--- src/rtl/obi_pkg.sv ---
// Shared types and constants for the OBI-to-SRAM bridge.
package obi_pkg;

  localparam int unsigned OBI_DATA_W = 32;
  localparam int unsigned OBI_BE_W   = 4;

  localparam logic [OBI_DATA_W-1:0] OBI_RANGE_ERR_DATA = 32'hBADC_0FFE;

  typedef enum logic [0:0] {
    StIdle,
    StRdWait
  } obi_state_e;

  function automatic int unsigned lat_cnt_width(int unsigned latency);
    return $clog2(latency + 1);
  endfunction

endpackage

--- src/rtl/obi_sram_rd_timer.sv ---
// Read-latency timer: loads READ_LATENCY on a read accept, raises a registered rvalid when the
// SRAM data is due, and carries the out-of-range bit of the read in flight.
module obi_sram_rd_timer
  import obi_pkg::*;
#(
  parameter int unsigned READ_LATENCY = 1
) (
  input  logic clk_i,
  input  logic rst_ni,
  input  logic start_i,
  input  logic oor_i,
  output logic rvalid_o,
  output logic oor_o
);

  localparam int unsigned CntW = lat_cnt_width(READ_LATENCY);

  logic [CntW-1:0] lat_cnt_d, lat_cnt_q;
  logic            rvalid_d, rvalid_q;
  logic            oor_d, oor_q;

  // lat_cnt_q holds READ_LATENCY in the first wait cycle, so rvalid is registered when it reaches 2.
  always_comb begin
    lat_cnt_d = lat_cnt_q;
    rvalid_d  = 1'b0;
    oor_d     = oor_q;
    if (start_i) begin
      lat_cnt_d = CntW'(READ_LATENCY);
      rvalid_d  = (READ_LATENCY == 1);
      oor_d     = oor_i;
    end else begin
      if (lat_cnt_q != '0) begin
        lat_cnt_d = lat_cnt_q - CntW'(1);
      end
      rvalid_d = ({1'b0, lat_cnt_q} == (CntW + 1)'(2));
    end
  end

  always_ff @(posedge clk_i or negedge rst_ni) begin
    if (!rst_ni) begin
      lat_cnt_q <= '0;
      rvalid_q  <= 1'b0;
      oor_q     <= 1'b0;
    end else begin
      lat_cnt_q <= lat_cnt_d;
      rvalid_q  <= rvalid_d;
      oor_q     <= oor_d;
    end
  end

  assign rvalid_o = rvalid_q;
  assign oor_o    = oor_q;

endmodule

--- src/rtl/obi_sram_bridge.sv ---
// OBI slave driving one single-port SRAM macro (active-low CS/WE, byte mask); reads only respond.
// Optional address window check enabled by defining OBI_SRAM_RANGE_CHECK_EN.
module obi_sram_bridge
  import obi_pkg::*;
#(
  parameter int unsigned ADDR_WIDTH   = 10,
  parameter int unsigned READ_LATENCY = 1,
  parameter logic [31:0] BASE_ADDR    = 32'h0000_0000
) (
  input  logic                  clk_i,
  input  logic                  rst_ni,
  input  logic                  req_i,
  output logic                  gnt_o,
  input  logic [31:0]           addr_i,
  input  logic                  we_i,
  input  logic [OBI_BE_W-1:0]   be_i,
  input  logic [OBI_DATA_W-1:0] wdata_i,
  output logic                  rvalid_o,
  output logic [OBI_DATA_W-1:0] rdata_o,
  output logic                  sram_csb_o,
  output logic                  sram_web_o,
  output logic [OBI_BE_W-1:0]   sram_wmask_o,
  output logic [ADDR_WIDTH-1:0] sram_addr_o,
  output logic [OBI_DATA_W-1:0] sram_din_o,
  input  logic [OBI_DATA_W-1:0] sram_dout_i,
  output logic                  err_o
);

  obi_state_e state_d, state_q;
  logic       accept;
  logic       in_range;
  logic       sram_sel;
  logic       rd_start;
  logic       rd_oor;

`ifdef OBI_SRAM_RANGE_CHECK_EN
  logic err_q;
  logic unused_addr;

  assign in_range    = (addr_i[31:ADDR_WIDTH+2] == BASE_ADDR[31:ADDR_WIDTH+2]);
  assign unused_addr = ^addr_i[1:0];

  always_ff @(posedge clk_i or negedge rst_ni) begin
    if (!rst_ni) begin
      err_q <= 1'b0;
    end else if (accept && !in_range) begin
      err_q <= 1'b1;
    end
  end

  assign err_o = err_q;
`else
  logic unused_addr;

  // Upper address bits alias onto the SRAM.
  assign in_range    = 1'b1;
  assign unused_addr = ^{addr_i[31:ADDR_WIDTH+2], addr_i[1:0]};
  assign err_o       = 1'b0;
`endif

  assign gnt_o    = (state_q == StIdle) || ((state_q == StRdWait) && rvalid_o);
  assign accept   = req_i && gnt_o;
  assign rd_start = accept && !we_i;

  // Keep the macro deselected while reset is asserted.
  assign sram_sel     = accept && in_range && rst_ni;
  assign sram_csb_o   = !sram_sel;
  assign sram_web_o   = !(sram_sel && we_i);
  assign sram_wmask_o = be_i;
  assign sram_addr_o  = addr_i[ADDR_WIDTH+1:2];
  assign sram_din_o   = wdata_i;

  always_comb begin
    state_d = state_q;
    if (accept) begin
      state_d = we_i ? StIdle : StRdWait;
    end else if ((state_q == StRdWait) && rvalid_o) begin
      state_d = StIdle;
    end
  end

  always_ff @(posedge clk_i or negedge rst_ni) begin
    if (!rst_ni) begin
      state_q <= StIdle;
    end else begin
      state_q <= state_d;
    end
  end

  obi_sram_rd_timer #(
    .READ_LATENCY(READ_LATENCY)
  ) u_rd_timer (
    .clk_i   (clk_i),
    .rst_ni  (rst_ni),
    .start_i (rd_start),
    .oor_i   (!in_range),
    .rvalid_o(rvalid_o),
    .oor_o   (rd_oor)
  );

  always_comb begin
    rdata_o = '0;
    if (rvalid_o) begin
      rdata_o = rd_oor ? OBI_RANGE_ERR_DATA : sram_dout_i;
    end
  end

endmodule
--- config.mk ---
export PLATFORM = sky130hd
export DESIGN_NAME = obi_sram_bridge
export DESIGN_NICKNAME = d
export VERILOG_FILES = /design/src/rtl/obi_pkg.sv /design/src/rtl/obi_sram_rd_timer.sv /design/src/rtl/obi_sram_bridge.sv
export SDC_FILE = /design/constraint.sdc
export NUM_CORES = 1
export LEC_CHECK = 0
export ABC_AREA = 0
export ABC_CLOCK_PERIOD_IN_PS = 1350
export CORE_AREA = 2 2 73 75
export DETAILED_ROUTE_END_ITERATION = 10
export DIE_AREA = 0 0 75 77
export PLACE_DENSITY = 0.76
export SLEW_MARGIN = 15
export SYNTH_ARGS = -nofsm -noshare
export SYNTH_HDL_FRONTEND = slang
export SYNTH_SLANG_ARGS = --single-unit
--- constraint.sdc ---
create_clock -name clk_i -period 1.35 [get_ports clk_i]
set_input_delay 0.135 -clock clk_i [delete_from_list [all_inputs] [get_ports clk_i]]
set_output_delay 0.135 -clock clk_i [all_outputs]
set_load 0.03 [all_outputs]
==> results.sh <==
export IMPL_status="completed"
export IMPL_synth_most_common_cell="buf_4"
export IMPL_cts_tree="yes"
export IMPL_cts_sinks=2
export IMPL_first_pass_iters=2
export IMPL_utilization=0.229
export IMPL_dp_hpwl_mm=1.41
export IMPL_p_per_area_mw_per_mm2=343
export IMPL_synth_edff_count=0
export IMPL_cp_max_fo=17
export IMPL_use_met2=0.0939
export IMPL_grt_pass1_vias=498
export IMPL_synth_seq_area_share=0.0723
export IMPL_final_max_slew_viol_count=0
export IMPL_pwr_share_clk=0.580
export IMPL_gr_total_overflow=0
export IMPL_p_sw_mw=0.0552
export IMPL_ys_top_cells_by_area="buf_4 51%, and2_2 24%, and2_1 9.0%"
export IMPL_yosysTopAreaCellShare=0.510
export IMPL_finalCriticalPeriod_ps=1320
export IMPL_p_comb_frac=0.265
export IMPL_drc=0
export IMPL_placementRows=26
export IMPL_worstSetupEndpointType="output port"
export IMPL_die_h_um=77
export IMPL_clock_latency_ps=200
export IMPL_placedCellCount=183
export IMPL_fin_crit_sh=0.974
export IMPL_syn_area_sq_um=692
export IMPL_leakage_nw=0.532
export IMPL_diodes=0
export IMPL_rsz0062_at_grt="yes"
export IMPL_gp_congestion=0.671
export IMPL_yosysWarnings=0
export IMPL_synthTopCellsByCount="47 x buf_4, 22 x and2_2, 10 x and2_1"
export IMPL_ioPinCount=187
export IMPL_slowest_stage="dfrtp_2"
export IMPL_synth_seq_cells=2
export IMPL_cp_required_ps=1220
export IMPL_drive_gt1_frac=0.556
export IMPL_htree_levels=1
export IMPL_power_frac_seq=0.155
export IMPL_min_path_type="in2async"
export IMPL_synth_nets=195
export IMPL_start_util=0.139
export IMPL_path_class="reg2out"
export IMPL_portBuffers=71
export IMPL_syn_inst=91
export IMPL_cts_max_path_buffers=2
export IMPL_synth_top_area_cell="buf_4"
export IMPL_use_met3=0.0184
export IMPL_core_area_sq_mm=0.00498
export IMPL_layout_cells_non_filler=187
export IMPL_crit_path_start_kind="register"
export IMPL_busiest_layer="met2"
export IMPL_use_met1=0.0283
export IMPL_antenna_found_initial=0
export IMPL_grt_usage=0.0454
export IMPL_drt_wl_total_mm=1.80
export IMPL_dieArea_sq_mm=0.00578
export IMPL_cpPeakStageDelay_ps=430
export IMPL_irDropWorstVdd_mv=0.200
export IMPL_synthFlopType="dfrtp_1"
export IMPL_cts_inserted_buffers=3
export IMPL_wl_per_cell_um=9.60
export IMPL_setup_ws_ps=34.7
export IMPL_async_flop_share=1.00
export IMPL_ant_nets=0
export IMPL_dp_slack_ps=254
export IMPL_p_int_mw=0.336
export IMPL_fin_skew_ps=0.762
export IMPL_p_sw_frac=0.141
export IMPL_hold_viol=0
export IMPL_root_buffer="clkbuf_8"
export IMPL_worstPathCellList="buf_12, nand2b_4, nand3_1, buf_6"
export IMPL_grt_max_degree=35
export IMPL_avgSynthCellArea_sq_um=7.60
export IMPL_cp_arrival_ps=1180
export IMPL_nets=223
export IMPL_die_w_um=75
export IMPL_fmaxAchievable_ghz=0.760
export IMPL_maxCapViolCount=0
export IMPL_via_count=589
export IMPL_yosysUniqueCellTypes=12
export IMPL_area_delta_synth_final_pct=64.7
export IMPL_clkTransAtPathRegs_ps=30
export IMPL_setup_violations=0
export IMPL_grt_pass1_wl_mm=2.12
export IMPL_tns_ps=0
export IMPL_via_per_inst=3.15
export IMPL_drt_iter0_drc=7
state kept, by name, summed over array words and instances, names as in the netlist:
| signal | count |
|---|---|
| state_q | 1 |
| u_rd_timer.rvalid_o | 1 |
through the flow:
stage               hold slack, ps  instance area, sq um  power [mW]
floorplan                     -161                   692       0.324
global placement               270                  1060       0.164
detailed placement             270                  1060       0.165
CTS                            122                  1110       0.397
global route                   124                  1140       0.418
finish                         122                  1140       0.391
final cells by class:
cell class / instances / area, sq um
fillers: 543 / 3840
repair buffers: 73 / 686
multi-input cells: 39 / 274
well taps: 70 / 87.6
flip-flops and latches: 2 / 51.3
clock buffers: 3 / 41.3
placed cells by master, fill, tap and decap left out:
cell type,instances
and2b_1,1
buf_6,2
dfrtp_1,1
clkbuf_16,1
clkdlybuf4s50_1,35
nand2b_4,1
conb_1,1
nand2_1,1
nand2b_1,1
clkbuf_8,3
and2_1,10
buf_4,33
buf_12,2
nand4_1,1
and2_2,22
nand3_1,1
dfrtp_2,1
kinds of logic (layout without fill, tap and decap cells):
group,after synthesis,count (layout),synth area share
buffers and inverters,50,76,0.532
other,1,1,0.00542
AND/OR/NAND/NOR,38,38,0.391
flip-flops,2,2,0.0723
final timing paths:
path                       slack, ps  cells past startpoint                     startpoint                       endpoint
setup / recovery                  30                      4  u_rd_timer.rvalid_o$_DFF_PN0_                     sram_csb_o
min in group clk_i               270                      0                     addr_i[10]                 sram_addr_o[8]
max in group asynchronous       1060                      1                         rst_ni  u_rd_timer.rvalid_o$_DFF_PN0_
setup reg to reg                 350                      3  u_rd_timer.rvalid_o$_DFF_PN0_  u_rd_timer.rvalid_o$_DFF_PN0_
hold reg to reg                  520                      2            state_q$_DFFE_PN0P_            state_q$_DFFE_PN0P_
hold / removal                   120                      1                         rst_ni            state_q$_DFFE_PN0P_
critical path: cells and delay by family, from the launching register on:
family | cells | cell delay, ps
simple gates | 2 | 250
buf+inv | 2 | 300
flops | 1 | 430
metal layers:
layer | share of wire | wire [um]
met1 | 0.30 | 537
met2 | 0.48 | 860
met3 | 0.20 | 364
met4 | 0.019 | 34
met5 | 0 | 0
repair_timing:
action                                  CTS  global route
resized for setup                         0             3
buffers inserted                          0             0
hold buffers                              0             0
endpoints found under the setup margin    0             2
power by group through the flow:
stage / logic [mW] / registers (mW) / clock network [mW]
final: 0.104 / 0.0604 / 0.227
after global routing: 0.111 / 0.0604 / 0.247
after global placement: 0.103 / 0.0610 / 0
after CTS: 0.105 / 0.0604 / 0.232
after floorplan: 0.263 / 0.0611 / 0
after detailed placement: 0.104 / 0.0610 / 0
(Power assumes the default switching activity.)
